**config.mk**
```make
export PLATFORM = sky130hd
export DESIGN_NAME = letter_plotter
export DESIGN_NICKNAME = d
export VERILOG_FILES = /design/src/rtl/letter_pkg.sv /design/src/rtl/letterROMSV.sv /design/src/rtl/letter_plotter.sv
export SDC_FILE = /design/constraint.sdc
export NUM_CORES = 1
export LEC_CHECK = 0
export BUFFER_PORTS_ARGS = -buffer_cell sky130_fd_sc_hd__buf_2
export CORE_AREA = 2 2 154 156
export CTS_CLUSTER_DIAMETER = 120
export DETAILED_ROUTE_END_ITERATION = 10
export DIE_AREA = 0 0 156 158
export GPL_ROUTABILITY_DRIVEN = 0
export GPL_TIMING_DRIVEN = 0
export PLACE_DENSITY_LB_ADDON = 0.25
export SETUP_SLACK_MARGIN = 0.1
export SLEW_MARGIN = 20
export SYNTH_ARGS = -nofsm -noshare
export SYNTH_HDL_FRONTEND = slang
export SYNTH_SLANG_ARGS = --single-unit
```
**constraint.sdc**
```tcl
create_clock -name CLOCK_50 -period 3.8 [get_ports CLOCK_50]
set_input_delay 0.19 -clock CLOCK_50 [delete_from_list [all_inputs] [get_ports CLOCK_50]]
set_output_delay 0.19 -clock CLOCK_50 [all_outputs]
set_load 0.02 [all_outputs]
```
**src/rtl/letter_pkg.sv**
```systemverilog
`default_nettype none
// +------------------------------------------------------------------+
// | letter_pkg                                                       |
// | Shared widths, colours and letter codes for the text plotter.    |
// | Rev 1.0                                                          |
// +------------------------------------------------------------------+
package letter_pkg;

    localparam int LETTER_W = 4;
    localparam int GLYPH_W  = 8;
    localparam int GLYPH_H  = 16;
    localparam int COLOUR_W = 3;

    localparam logic [COLOUR_W-1:0] BLACK = 3'b000;
    localparam logic [COLOUR_W-1:0] WHITE = 3'b111;

    localparam logic [LETTER_W-1:0] L_A = 4'd0;
    localparam logic [LETTER_W-1:0] L_B = 4'd1;
    localparam logic [LETTER_W-1:0] L_C = 4'd2;
    localparam logic [LETTER_W-1:0] L_D = 4'd3;
    localparam logic [LETTER_W-1:0] L_E = 4'd4;
    localparam logic [LETTER_W-1:0] L_F = 4'd5;
    localparam logic [LETTER_W-1:0] L_G = 4'd6;
    localparam logic [LETTER_W-1:0] L_H = 4'd7;
    localparam logic [LETTER_W-1:0] L_I = 4'd8;
    localparam logic [LETTER_W-1:0] L_J = 4'd9;
    localparam logic [LETTER_W-1:0] L_K = 4'd10;
    localparam logic [LETTER_W-1:0] L_L = 4'd11;
    localparam logic [LETTER_W-1:0] L_M = 4'd12;
    localparam logic [LETTER_W-1:0] L_N = 4'd13;
    localparam logic [LETTER_W-1:0] L_O = 4'd14;
    localparam logic [LETTER_W-1:0] L_P = 4'd15;

endpackage
`default_nettype wire

```
**src/rtl/letterROMSV.sv**
```systemverilog
`default_nettype none
// +------------------------------------------------------------------+
// | letterROMSV                                                      |
// | 8x16 glyph ROM: 5x7 letters doubled vertically, 1px top margin.  |
// | Rev 1.0                                                          |
// +------------------------------------------------------------------+
module letterROMSV
    import letter_pkg::*;
(
    input  logic [LETTER_W-1:0] i_code,
    input  logic [2:0]          i_gx,
    input  logic [3:0]          i_gy,
    output logic                o_lit
);

    logic [34:0] w_bits;
    logic [2:0]  w_r;
    logic [4:0]  w_row5;
    logic [7:0]  w_row;

    // Seven 5-bit rows per letter, top row in the MSBs, leftmost pixel in bit 4
    always_comb begin
        case (i_code)
            L_A: w_bits = {5'b01110, 5'b10001, 5'b10001, 5'b11111, 5'b10001, 5'b10001, 5'b10001};
            L_B: w_bits = {5'b11110, 5'b10001, 5'b10001, 5'b11110, 5'b10001, 5'b10001, 5'b11110};
            L_C: w_bits = {5'b01110, 5'b10001, 5'b10000, 5'b10000, 5'b10000, 5'b10001, 5'b01110};
            L_D: w_bits = {5'b11110, 5'b10001, 5'b10001, 5'b10001, 5'b10001, 5'b10001, 5'b11110};
            L_E: w_bits = {5'b11111, 5'b10000, 5'b10000, 5'b11110, 5'b10000, 5'b10000, 5'b11111};
            L_F: w_bits = {5'b11111, 5'b10000, 5'b10000, 5'b11110, 5'b10000, 5'b10000, 5'b10000};
            L_G: w_bits = {5'b01110, 5'b10001, 5'b10000, 5'b10111, 5'b10001, 5'b10001, 5'b01111};
            L_H: w_bits = {5'b10001, 5'b10001, 5'b10001, 5'b11111, 5'b10001, 5'b10001, 5'b10001};
            L_I: w_bits = {5'b01110, 5'b00100, 5'b00100, 5'b00100, 5'b00100, 5'b00100, 5'b01110};
            L_J: w_bits = {5'b00111, 5'b00010, 5'b00010, 5'b00010, 5'b00010, 5'b10010, 5'b01100};
            L_K: w_bits = {5'b10001, 5'b10010, 5'b10100, 5'b11000, 5'b10100, 5'b10010, 5'b10001};
            L_L: w_bits = {5'b10000, 5'b10000, 5'b10000, 5'b10000, 5'b10000, 5'b10000, 5'b11111};
            L_M: w_bits = {5'b10001, 5'b11011, 5'b10101, 5'b10101, 5'b10001, 5'b10001, 5'b10001};
            L_N: w_bits = {5'b10001, 5'b10001, 5'b11001, 5'b10101, 5'b10011, 5'b10001, 5'b10001};
            L_O: w_bits = {5'b01110, 5'b10001, 5'b10001, 5'b10001, 5'b10001, 5'b10001, 5'b01110};
            L_P: w_bits = {5'b11110, 5'b10001, 5'b10001, 5'b11110, 5'b10000, 5'b10000, 5'b10000};
            default: w_bits = '0;
        endcase
    end

    assign w_r = 3'((i_gy - 4'd1) >> 1);

    always_comb begin
        case (w_r)
            3'd0:    w_row5 = w_bits[34:30];
            3'd1:    w_row5 = w_bits[29:25];
            3'd2:    w_row5 = w_bits[24:20];
            3'd3:    w_row5 = w_bits[19:15];
            3'd4:    w_row5 = w_bits[14:10];
            3'd5:    w_row5 = w_bits[9:5];
            3'd6:    w_row5 = w_bits[4:0];
            default: w_row5 = '0;
        endcase
    end

    // Glyph occupies columns 1..5; row 0 and row 15 are blank spacing
    assign w_row = {1'b0, w_row5, 2'b00};
    assign o_lit = (i_gy != 4'd0) && (i_gy != 4'(GLYPH_H - 1)) && w_row[3'd7 - i_gx];

endmodule
`default_nettype wire

```
**src/rtl/letter_plotter.sv**
```systemverilog
`default_nettype none
// +------------------------------------------------------------------+
// | letter_plotter                                                   |
// | Full-frame pixel sweep rendering a 2x16 letter buffer + cursor.  |
// | Rev 1.0                                                          |
// +------------------------------------------------------------------+
module letter_plotter
    import letter_pkg::*;
#(
    parameter int COLS   = 16,
    parameter int ROW0_Y = 0,
    parameter int ROW1_Y = 20,
    parameter int CUR_X  = 80,
    parameter int CUR_Y  = 80,
    parameter int H_RES  = 160,
    parameter int V_RES  = 120
) (
    input  logic                CLOCK_50,
    input  logic                reset,
    input  logic                run,
    input  logic [COLOUR_W-1:0] fg_colour,
    input  logic                wr_en,
    input  logic                wr_row,
    input  logic [3:0]          wr_col,
    input  logic [LETTER_W-1:0] wr_code,
    input  logic                wr_vis,
    input  logic [LETTER_W-1:0] cur_code,
    input  logic                cur_vis,
    output logic [7:0]          x,
    output logic [6:0]          y,
    output logic [COLOUR_W-1:0] colour,
    output logic                plot,
    output logic                frame_done
);

    localparam int         c_CELLS  = 2 * COLS;
    localparam logic [7:0] c_X_LAST = 8'(H_RES - 1);
    localparam logic [6:0] c_Y_LAST = 7'(V_RES - 1);

    logic [7:0]          r_sx;
    logic [6:0]          r_sy;
    logic [LETTER_W:0]   r_buf [c_CELLS];

    always_ff @(posedge CLOCK_50) begin
        if (reset) begin
            r_sx <= '0;
            r_sy <= '0;
        end else if (run) begin
            if (r_sx == c_X_LAST) begin
                r_sx <= '0;
                r_sy <= (r_sy == c_Y_LAST) ? 7'd0 : r_sy + 7'd1;
            end else begin
                r_sx <= r_sx + 8'd1;
            end
        end
    end

    // Each entry is {vis, code}
    always_ff @(posedge CLOCK_50) begin
        if (reset) begin
            for (int i = 0; i < c_CELLS; i++) r_buf[i] <= '0;
        end else if (wr_en) begin
            r_buf[{wr_row, wr_col}] <= {wr_vis, wr_code};
        end
    end

    // Offsets wrap to large values above the region, so one compare bounds both sides
    logic [6:0]          w_dy0, w_dy1, w_cdy;
    logic [7:0]          w_cdx;
    logic                w_in_row0, w_in_row1, w_in_cols, w_in_cur;
    logic [LETTER_W:0]   w_cell;
    logic [LETTER_W-1:0] w_code;
    logic                w_vis;
    logic [2:0]          w_gx;
    logic [3:0]          w_gy;

    assign w_dy0     = r_sy - 7'(ROW0_Y);
    assign w_dy1     = r_sy - 7'(ROW1_Y);
    assign w_cdx     = r_sx - 8'(CUR_X);
    assign w_cdy     = r_sy - 7'(CUR_Y);
    assign w_in_row0 = w_dy0 < 7'(GLYPH_H);
    assign w_in_row1 = w_dy1 < 7'(GLYPH_H);
    assign w_in_cols = r_sx < 8'(GLYPH_W * COLS);
    assign w_in_cur  = (w_cdx < 8'(GLYPH_W)) && (w_cdy < 7'(GLYPH_H));
    assign w_cell    = r_buf[{~w_in_row0, r_sx[6:3]}];

    always_comb begin
        w_code = '0;
        w_vis  = 1'b0;
        w_gx   = r_sx[2:0];
        w_gy   = '0;
        if (w_in_cur) begin
            w_code = cur_code;
            w_vis  = cur_vis;
            w_gx   = w_cdx[2:0];
            w_gy   = w_cdy[3:0];
        end else if (w_in_cols && (w_in_row0 || w_in_row1)) begin
            w_code = w_cell[LETTER_W-1:0];
            w_vis  = w_cell[LETTER_W];
            w_gy   = w_in_row0 ? w_dy0[3:0] : w_dy1[3:0];
        end
    end

    logic [LETTER_W-1:0] r1_code;
    logic                r1_vis;
    logic [2:0]          r1_gx;
    logic [3:0]          r1_gy;
    logic [7:0]          r1_sx;
    logic [6:0]          r1_sy;
    logic [COLOUR_W-1:0] r1_fg;
    logic                r1_valid;

    always_ff @(posedge CLOCK_50) begin
        if (reset) begin
            r1_code  <= '0;
            r1_vis   <= 1'b0;
            r1_gx    <= '0;
            r1_gy    <= '0;
            r1_sx    <= '0;
            r1_sy    <= '0;
            r1_fg    <= '0;
            r1_valid <= 1'b0;
        end else begin
            r1_code  <= w_code;
            r1_vis   <= w_vis;
            r1_gx    <= w_gx;
            r1_gy    <= w_gy;
            r1_sx    <= r_sx;
            r1_sy    <= r_sy;
            r1_fg    <= fg_colour;
            r1_valid <= run;
        end
    end

    logic w_lit;

    letterROMSV u_rom (
        .i_code (r1_code),
        .i_gx   (r1_gx),
        .i_gy   (r1_gy),
        .o_lit  (w_lit)
    );

    always_ff @(posedge CLOCK_50) begin
        if (reset) begin
            x          <= '0;
            y          <= '0;
            colour     <= BLACK;
            plot       <= 1'b0;
            frame_done <= 1'b0;
        end else begin
            x          <= r1_sx;
            y          <= r1_sy;
            colour     <= (r1_vis && w_lit) ? r1_fg : BLACK;
            plot       <= r1_valid;
            frame_done <= r1_valid && (r1_sx == c_X_LAST) && (r1_sy == c_Y_LAST);
        end
    end

endmodule
`default_nettype wire

```
# [After elaboration in Yosys (flattened, before gate mapping)]
# Memory sizes are Yosys's and may differ from the RTL's. A register that Yosys moved wholly into a read port is not among the register bits.
# Cells that the tools add are included.
[word_totals] mem_bits_rw=160 input_bits=22 wordCells=77 rom_bits=528 latch_bits=0 reg_bits=62 out_inout_bits=20 memories=2
[classes] n_mux=22 add_sub_neg=7 eq_ne=11 reduce_logical=13 n_div=0 multipliers=0 n_bitwise=2 shift=0 order_cmp=6
[mem_list] memory="(name not given)" depth=16 width=33 read_ports=1 rd_ports_with_merged_regs=1 wr=0 line_no="letterROMSV.sv:23" rtl="case (i_code)"
[mem_list] memory="r_buf" depth=32 width=5 read_ports=1 rd_ports_with_merged_regs=0 wr=32 line_no="letter_plotter.sv:42" rtl="logic [LETTER_W:0] r_buf [c_CELLS];"
[op_table] cell="one-hot mux 5 bit (7 select lines)" count=1
[op_table] cell="2-to-1 mux 4 bit" count=6
[op_table] cell="< comparator 7 x 5 -> 1 bit (second input constant)" count=3
[op_table] cell="equality test 8 bit (second input constant)" count=2
[op_table] cell="equality test 7 bit (second input constant)" count=2
[op_table] cell="2-to-1 mux 5 bit" count=2
[op_table] cell="equality test 3 bit (second input constant)" count=3
[op_table] cell="2-to-1 mux 1 bit" count=9
[op_table] cell="adder 8 x 1 -> 8 bit (second input constant)" count=1
[op_table] cell="< comparator 8 x 4 -> 1 bit (second input constant)" count=1
[op_table] cell="< comparator 8 bit (second input constant)" count=1
[op_table] cell="2-to-1 mux 8 bit" count=1
[op_table] cell="subtractor 8 x 7 -> 8 bit (second input constant)" count=1
[op_table] cell="adder 7 x 1 -> 7 bit (second input constant)" count=1
[op_table] cell="logical AND 1 bit" count=7
[op_table] cell="2-to-1 mux 7 bit" count=1
[op_table] cell="subtractor 7 x 5 -> 7 bit (second input constant)" count=1
[op_table] cell="subtractor 7 bit (second input constant)" count=1
[op_table] cell="equality test 3 x 2 -> 1 bit (second input constant)" count=2
[op_table] cell="OR reduction 5 bit" count=1
[op_table] cell="< comparator 3 x 4 -> 1 bit (second input constant)" count=1
[op_table] cell="inequality test 4 bit (second input constant)" count=1
[op_table] cell="nonzero test 4 bit" count=1
[op_table] cell="subtractor 4 x 1 -> 4 bit (second input constant)" count=1
[op_table] cell="other kinds (9)" count=10

# [Depth between registers and ports, before layout]
[depth] depth_word=9 depth_mapped=14 depth_no_buf=12

# [By module]
# Synthesis repeated with hierarchy kept, for this count alone.
[hier_totals] hier_cells=890 area_unflattened_um2=10946.7
[by_module_without_submodules] mod="letter_plotter" cells_each=749 area_each_um2=9909.5 n_inst=1
[by_module_without_submodules] mod="letterROMSV" cells_each=141 area_each_um2=1037.2 n_inst=1

# [Worst setup path before layout]
# OpenSTA, ideal clock, no wires.
[synth_timing] path_kind="flip-flop to flip-flop" from="register r_sy[4]" to="register, netlist name u_rom.w_bits[1]" required_time_ns=3.663 period_less_slack_ns=2.939 n_path_buf=2 stages_incl_launch_ff=14 setup_slack_ns=0.861 setup_ns=0.137 arrival_time_ns=2.802 cell_sequence="dfxtp_1 clkbuf_1 inv_1 ha_1 xor2_1 and4_1 buf_2 nor2_1 a311o_1 nor2_2 inv_1 ha_1 nor3_1 a2111oi_2"
[synth_via] elab_chain_len=7
[synth_lines] element="start: declaration" line_no="letter_plotter.sv:41" rtl="logic [6:0] r_sy;"
[synth_lines] element="start signal: assignment" line_no="letter_plotter.sv:51" rtl="r_sy <= (r_sy == c_Y_LAST) ? 7'd0 : r_sy + 7'd1;"
[synth_lines] element="subtractor 7 x 5 -> 7 bit" line_no="letter_plotter.sv:78" rtl="assign w_dy1 = r_sy - 7'(ROW1_Y);"
[synth_lines] element="< comparator 7 x 5 -> 1 bit" line_no="letter_plotter.sv:82" rtl="assign w_in_row1 = w_dy1 < 7'(GLYPH_H);"
[synth_lines] element="logical OR 1 bit" line_no="letter_plotter.sv:97" rtl="end else if (w_in_cols && (w_in_row0 || w_in_row1)) begin"
[synth_lines] element="logical AND 1 bit" line_no="letter_plotter.sv:97"
[synth_lines] element="2-to-1 mux 4 bit" line_no="letter_plotter.sv:97"
[synth_lines] element="2-to-1 mux 4 bit *" line_no="letter_plotter.sv:92" rtl="if (w_in_cur) begin"
[synth_lines] element="2-to-1 mux 4 bit (no line) *"
# Every way passes the cells marked *; elsewhere a longest branch is shown, timed or not.
# A chain may end at the register's enable or synchronous reset.

# [Worst setup path after layout]
[layout_timing] from="register r_sx[4]" to="register, netlist name u_rom.w_bits[1]"
[layout_via] elab_chain_len=5
[layout_lines] element="start: declaration" line_no="letter_plotter.sv:40" rtl="logic [7:0] r_sx;"
[layout_lines] element="start signal: assignment" line_no="letter_plotter.sv:53" rtl="r_sx <= r_sx + 8'd1;"
[layout_lines] element="subtractor 8 x 7 -> 8 bit or < comparator 8 bit (tied branches)" line_no="letter_plotter.sv:79, letter_plotter.sv:83"
[layout_lines] element="< comparator 8 x 4 -> 1 bit or logical AND 1 bit (tied branches)" line_no="letter_plotter.sv:84, letter_plotter.sv:97"
[layout_lines] element="logical AND 1 bit or 2-to-1 mux 4 bit (tied branches)" line_no="letter_plotter.sv:84, letter_plotter.sv:97"
[layout_lines] element="2-to-1 mux 4 bit *" line_no="letter_plotter.sv:92"
[layout_lines] element="2-to-1 mux 4 bit (no line) *"
# Marks and branches as above.

==> impl_metrics.xml <==
<?xml version="1.0" encoding="UTF-8"?>
<metrics>
  <group name="status">
    <metric name="run_status" unit="">finished clean</metric>
  </group>
  <group name="synth">
    <metric name="post_synthesis_mean_instance_area" unit="sq um">12.06</metric>
    <metric name="ys_async_sr_fraction" unit="">0</metric>
    <metric name="synthesis.yosys.warnings" unit="">0</metric>
    <metric name="ys_top_cells_by_count" unit="">sky130_fd_sc_hd__and2_1 (162), sky130_fd_sc_hd__edfxtp_1 (160), sky130_fd_sc_hd__nor2_1 (87)</metric>
    <metric name="synth_top_area_frac" unit="">0.4261</metric>
    <metric name="netlist-cell-type-count" unit="">66</metric>
    <metric name="yosys_register_bits" unit="">246</metric>
    <metric name="leading_post_synthesis_cells_by_cell_area" unit="">sky130_fd_sc_hd__edfxtp_1 (43%), sky130_fd_sc_hd__dfxtp_1 (15%), sky130_fd_sc_hd__and2_1 (9.0%)</metric>
    <metric name="muxShareOfSynthArea" unit="">0.1021</metric>
    <metric name="post-synth-top-area-cell" unit="">sky130_fd_sc_hd__edfxtp_1</metric>
    <metric name="synth_cells" unit="">935</metric>
    <metric name="netlist_area_before_placement" unit="sq um">11270</metric>
    <metric name="seq_area_frac_synth" unit="">0.5788</metric>
    <metric name="ys.flop_type" unit="">sky130_fd_sc_hd__edfxtp_1</metric>
    <metric name="synth_compound_gate_area_share" unit="">0.06947</metric>
    <metric name="synth_most_common_cell" unit="">sky130_fd_sc_hd__and2_1</metric>
    <metric name="synthesized_area_fraction_occupied_by_and_or_nand_nor_cells" unit="">0.1875</metric>
    <metric name="synth_enable_flop_cells" unit="">160</metric>
    <metric name="synth_fa_ha_area_frac" unit="">0.01776</metric>
    <metric name="post_synth_xor_area_fraction" unit="">0.01165</metric>
    <metric name="main_combinational_cell_family_by_area_after_synthesis" unit="">simple AND/OR/NAND/NOR gates</metric>
    <metric name="syn-num-nets" unit="">973</metric>
  </group>
  <group name="drt">
    <metric name="post-route-drc-count" unit="">0</metric>
    <metric name="post_dr_wirelength_cell" unit="microns">21.85</metric>
    <metric name="route.detailed.vias_per_inst" unit="">5.723</metric>
    <metric name="detail_route.first_pass.iterations" unit="">7</metric>
    <metric name="dr_total_vias" unit="">7555</metric>
    <metric name="first_iter_violations" unit="">603</metric>
    <metric name="antenna_left" unit="">0</metric>
    <metric name="wirelength" unit="microns">28840</metric>
  </group>
  <group name="clock_tree">
    <metric name="post_cts.repair.setup_buffers" unit="">0</metric>
    <metric name="clk_pin_slew" unit="ns">0.06</metric>
    <metric name="insertion_delay" unit="ns">0.54</metric>
    <metric name="cts_root_buffer" unit="">sky130_fd_sc_hd__clkbuf_16</metric>
    <metric name="cts_num_sinks" unit="">246</metric>
    <metric name="cts_made_buffers" unit="">27</metric>
    <metric name="clock_tree.buffer_depth" unit="">3</metric>
    <metric name="h-tree-depth" unit="">1</metric>
    <metric name="tritoncts" unit="">done</metric>
  </group>
  <group name="pwr">
    <metric name="switching_share" unit="">0.2196</metric>
    <metric name="total_power_consumption_of_the_routed_design" unit="mW">5.997</metric>
    <metric name="seq_power_share" unit="">0.501</metric>
    <metric name="power_per_cell_area" unit="nW/um^2">467.3</metric>
    <metric name="internal_power" unit="mW">4.680</metric>
    <metric name="ir_worst_vdd" unit="uV">387.0</metric>
    <metric name="pwr-share-comb" unit="">0.051</metric>
    <metric name="netSwitchingPower" unit="mW">1.317</metric>
    <metric name="static_power_due_to_leakage" unit="nW">4.613</metric>
    <metric name="power_frac_clock" unit="">0.447</metric>
  </group>
  <group name="floorplanning">
    <metric name="io_pins" unit="">42</metric>
    <metric name="floorplan.core_area" unit="sq um">23050</metric>
    <metric name="floorplan.initialDensity" unit="">0.4891</metric>
    <metric name="std_cell_rows" unit="">56</metric>
    <metric name="floorplan.die_area" unit="sq um">24650</metric>
    <metric name="chipHeight" unit="microns">158</metric>
    <metric name="fp.dieW" unit="microns">156</metric>
  </group>
  <group name="timing">
    <metric name="setup_viol" unit="">0</metric>
    <metric name="period_share" unit="">0.9405</metric>
    <metric name="timing.fmax" unit="MHz">279.8</metric>
    <metric name="grt_setup_unrepaired" unit="">false</metric>
    <metric name="layout_min_cycle_time" unit="ns">3.574</metric>
    <metric name="final_max_slew_viol_count" unit="">0</metric>
    <metric name="slew_headroom" unit="">0.2928</metric>
    <metric name="finalHoldViolCount" unit="">0</metric>
    <metric name="setup-tns-final" unit="ns">0</metric>
    <metric name="timing.clock.skew" unit="ns">0.01147</metric>
    <metric name="worst-slew-pin-transition" unit="ns">1.050</metric>
  </group>
  <group name="critical_path">
    <metric name="critical_path_peak_fanout" unit="">10</metric>
    <metric name="setup.worst_path.class" unit="">flip-flop to flip-flop</metric>
    <metric name="critPathArrivalTime" unit="ns">3.97</metric>
    <metric name="worstSetupEndpointType" unit="">flip-flop</metric>
    <metric name="worst-endpoint-required" unit="ns">4.20</metric>
    <metric name="startpoint_type" unit="">flip-flop</metric>
  </group>
  <group name="global_routing">
    <metric name="grt_max_degree" unit="">15</metric>
    <metric name="grt_pass1_wl" unit="microns">43860</metric>
    <metric name="antenna_violations_before_repair" unit="">0</metric>
    <metric name="grt_overall_usage" unit="">0.2378</metric>
    <metric name="overflow" unit="">0</metric>
    <metric name="grt_pass1_vias" unit="">7331</metric>
  </group>
  <group name="layout">
    <metric name="final_cell_area" unit="sq um">12830</metric>
    <metric name="antenna_cells_inserted" unit="">0</metric>
    <metric name="final-seq-area" unit="sq um">6526</metric>
    <metric name="num-nets-final" unit="">1048</metric>
    <metric name="growth_of_design_area_from_synthesis_to_finish" unit="%">13.83</metric>
    <metric name="final-instance-count-excl-fill" unit="">1320</metric>
    <metric name="layout-drive-gt1-share" unit="">0.1544</metric>
    <metric name="filler_cell_count" unit="">1958</metric>
    <metric name="multi_input_area" unit="sq um">4380</metric>
  </group>
  <group name="worst_hold_path">
    <metric name="tightest_hold_check_type" unit="">input port to flip-flop</metric>
  </group>
  <group name="flow_run">
    <metric name="drv.max_cap_violation_count" unit="">0</metric>
  </group>
  <group name="placement">
    <metric name="placement.io_buffers" unit="">40</metric>
    <metric name="postPlaceCellArea" unit="sq um">11840</metric>
    <metric name="dp_hpwl" unit="microns">20260</metric>
    <metric name="place_inst" unit="">1265</metric>
  </group>
</metrics>
-- through the flow --
| step | hold WS, ns | util | setup slack [ns] |
|---|---|---|---|
| 3_3_place_gp | 0.4056 | 0.5135 | 0.2039 |
| 5_1_grt | 0.03761 | 0.5567 | 0.1432 |
| 6_report | 0.02984 | 0.5567 | 0.2260 |
| 2_1_floorplan | 0.3182 | - | 0.8609 |
| 4_1_cts | 0.02199 | 0.5565 | 0.1982 |
| 3_5_place_dp | 0.4062 | 0.5135 | 0.2086 |
-- final cells by class --
cell class | instances | area share
plain buffers | 64 | 0.02242
clock buffers | 38 | 0.06503
clock inverters | 11 | 0.007507
inverters | 22 | 0.006630
multi-input cells | 603 | 0.3413
flip-flops and latches | 246 | 0.5085
well taps | 290 | 0.02827
repair buffers | 46 | 0.02028
-- worst max-delay path, stage by stage, from the launching register on --
cell and delay (ns):
sky130_fd_sc_hd__dfxtp_1 0.30, sky130_fd_sc_hd__clkbuf_2 0.18, sky130_fd_sc_hd__buf_2 0.39, sky130_fd_sc_hd__buf_2 0.48, sky130_fd_sc_hd__mux4_2 0.35, sky130_fd_sc_hd__mux2i_1 0.12, sky130_fd_sc_hd__a311o_1 0.39, sky130_fd_sc_hd__nor2_2 0.28
sky130_fd_sc_hd__inv_1 0.11, sky130_fd_sc_hd__ha_1 0.36, sky130_fd_sc_hd__nor3_1 0.38, sky130_fd_sc_hd__a2111oi_2 0.09
-- cell usage in the layout (no fill, tap or decap), types with 9 or more instances in the layout --
| cell type | count |
|---|---|
| sky130_fd_sc_hd__nand3_1 | 10 |
| sky130_fd_sc_hd__nand4_1 | 10 |
| sky130_fd_sc_hd__edfxtp_1 | 160 |
| sky130_fd_sc_hd__clkbuf_16 | 31 |
| sky130_fd_sc_hd__o21ai_0 | 39 |
| sky130_fd_sc_hd__clkbuf_1 | 43 |
| sky130_fd_sc_hd__mux2_2 | 12 |
| sky130_fd_sc_hd__xnor2_1 | 10 |
| sky130_fd_sc_hd__ha_1 | 16 |
| sky130_fd_sc_hd__buf_2 | 51 |
| sky130_fd_sc_hd__dfxtp_1 | 86 |
| sky130_fd_sc_hd__inv_1 | 19 |
| sky130_fd_sc_hd__nor2_1 | 87 |
| sky130_fd_sc_hd__a221oi_1 | 10 |
| sky130_fd_sc_hd__nor3_1 | 15 |
| sky130_fd_sc_hd__mux4_2 | 30 |
| sky130_fd_sc_hd__nand2_1 | 31 |
| sky130_fd_sc_hd__a21oi_1 | 9 |
| sky130_fd_sc_hd__nor2b_1 | 34 |
| sky130_fd_sc_hd__and2_1 | 162 |
| sky130_fd_sc_hd__mux2i_1 | 34 |
-- kinds of logic after synthesis --
family | Yosys count
adder cells (fa/ha/maj) | 16
AO/OA/AOI/OAI | 113
flip-flops | 246
XOR/XNOR | 15
multiplexers | 76
buffers and inverters | 86
AND/OR/NAND/NOR | 383
-- worst paths after layout --
kind         slack (ns)  depth (start not counted)                    endpoint            startpoint
max reg2reg        0.23                         11     u_rom.w_bits[1]$_DFF_P_  r_sx[4]$_SDFFE_PP0P_
min                0.03                          2  r_buf[30][1]$_SDFFCE_PN0P_            wr_code[1]
min reg2reg        0.43                          1       frame_done$_SDFF_PP0_   r1_sx[5]$_SDFF_PP0_
max                0.23                         11     u_rom.w_bits[1]$_DFF_P_  r_sx[4]$_SDFFE_PP0P_
-- registers in the layout (all words and copies together) (netlist names), 2 cells and up --
register,count
r_sy,7
x,8
colour,3
r1_fg,3
r1_gx,2
y,7
u_rom.w_bits,27
r_buf,160
r_sx,8
r1_sy,7
r1_gy,4
r1_sx,6
-- per-layer routing --
| layer | wire length [microns] | part of all wire | global-route usage | up-vias |
|---|---|---|---|---|
| met4 | 679 | 0.024 | 0.07427 | 0 |
| li1 | - | - | - | 3524 |
| met2 | 13960 | 0.48 | 0.4022 | 327 |
| met5 | 0 | 0 | 0 | - |
| met1 | 12150 | 0.42 | 0.3192 | 3658 |
| met3 | 2060 | 0.071 | 0.03449 | 46 |
-- timing repair --
item | 4_1_cts | 5_1_grt
setup endpoints to repair | 0 | 2
hold buffers | 6 | 0
hold endpoints to repair | 6 | 0
gates resized for setup | 0 | 5
-- power groups by stage --
stage                     clock [mW]  sequential [mW]  combinational [mW]
after global placement             0             3.06               0.297
after detailed placement           0             3.06               0.300
after CTS                       2.71             3.01               0.306
final                           2.68             3.01               0.308
after floorplan                    0             3.04               0.189
after global routing            2.82             3.01               0.332
Power figures use the tool's default switching activity.
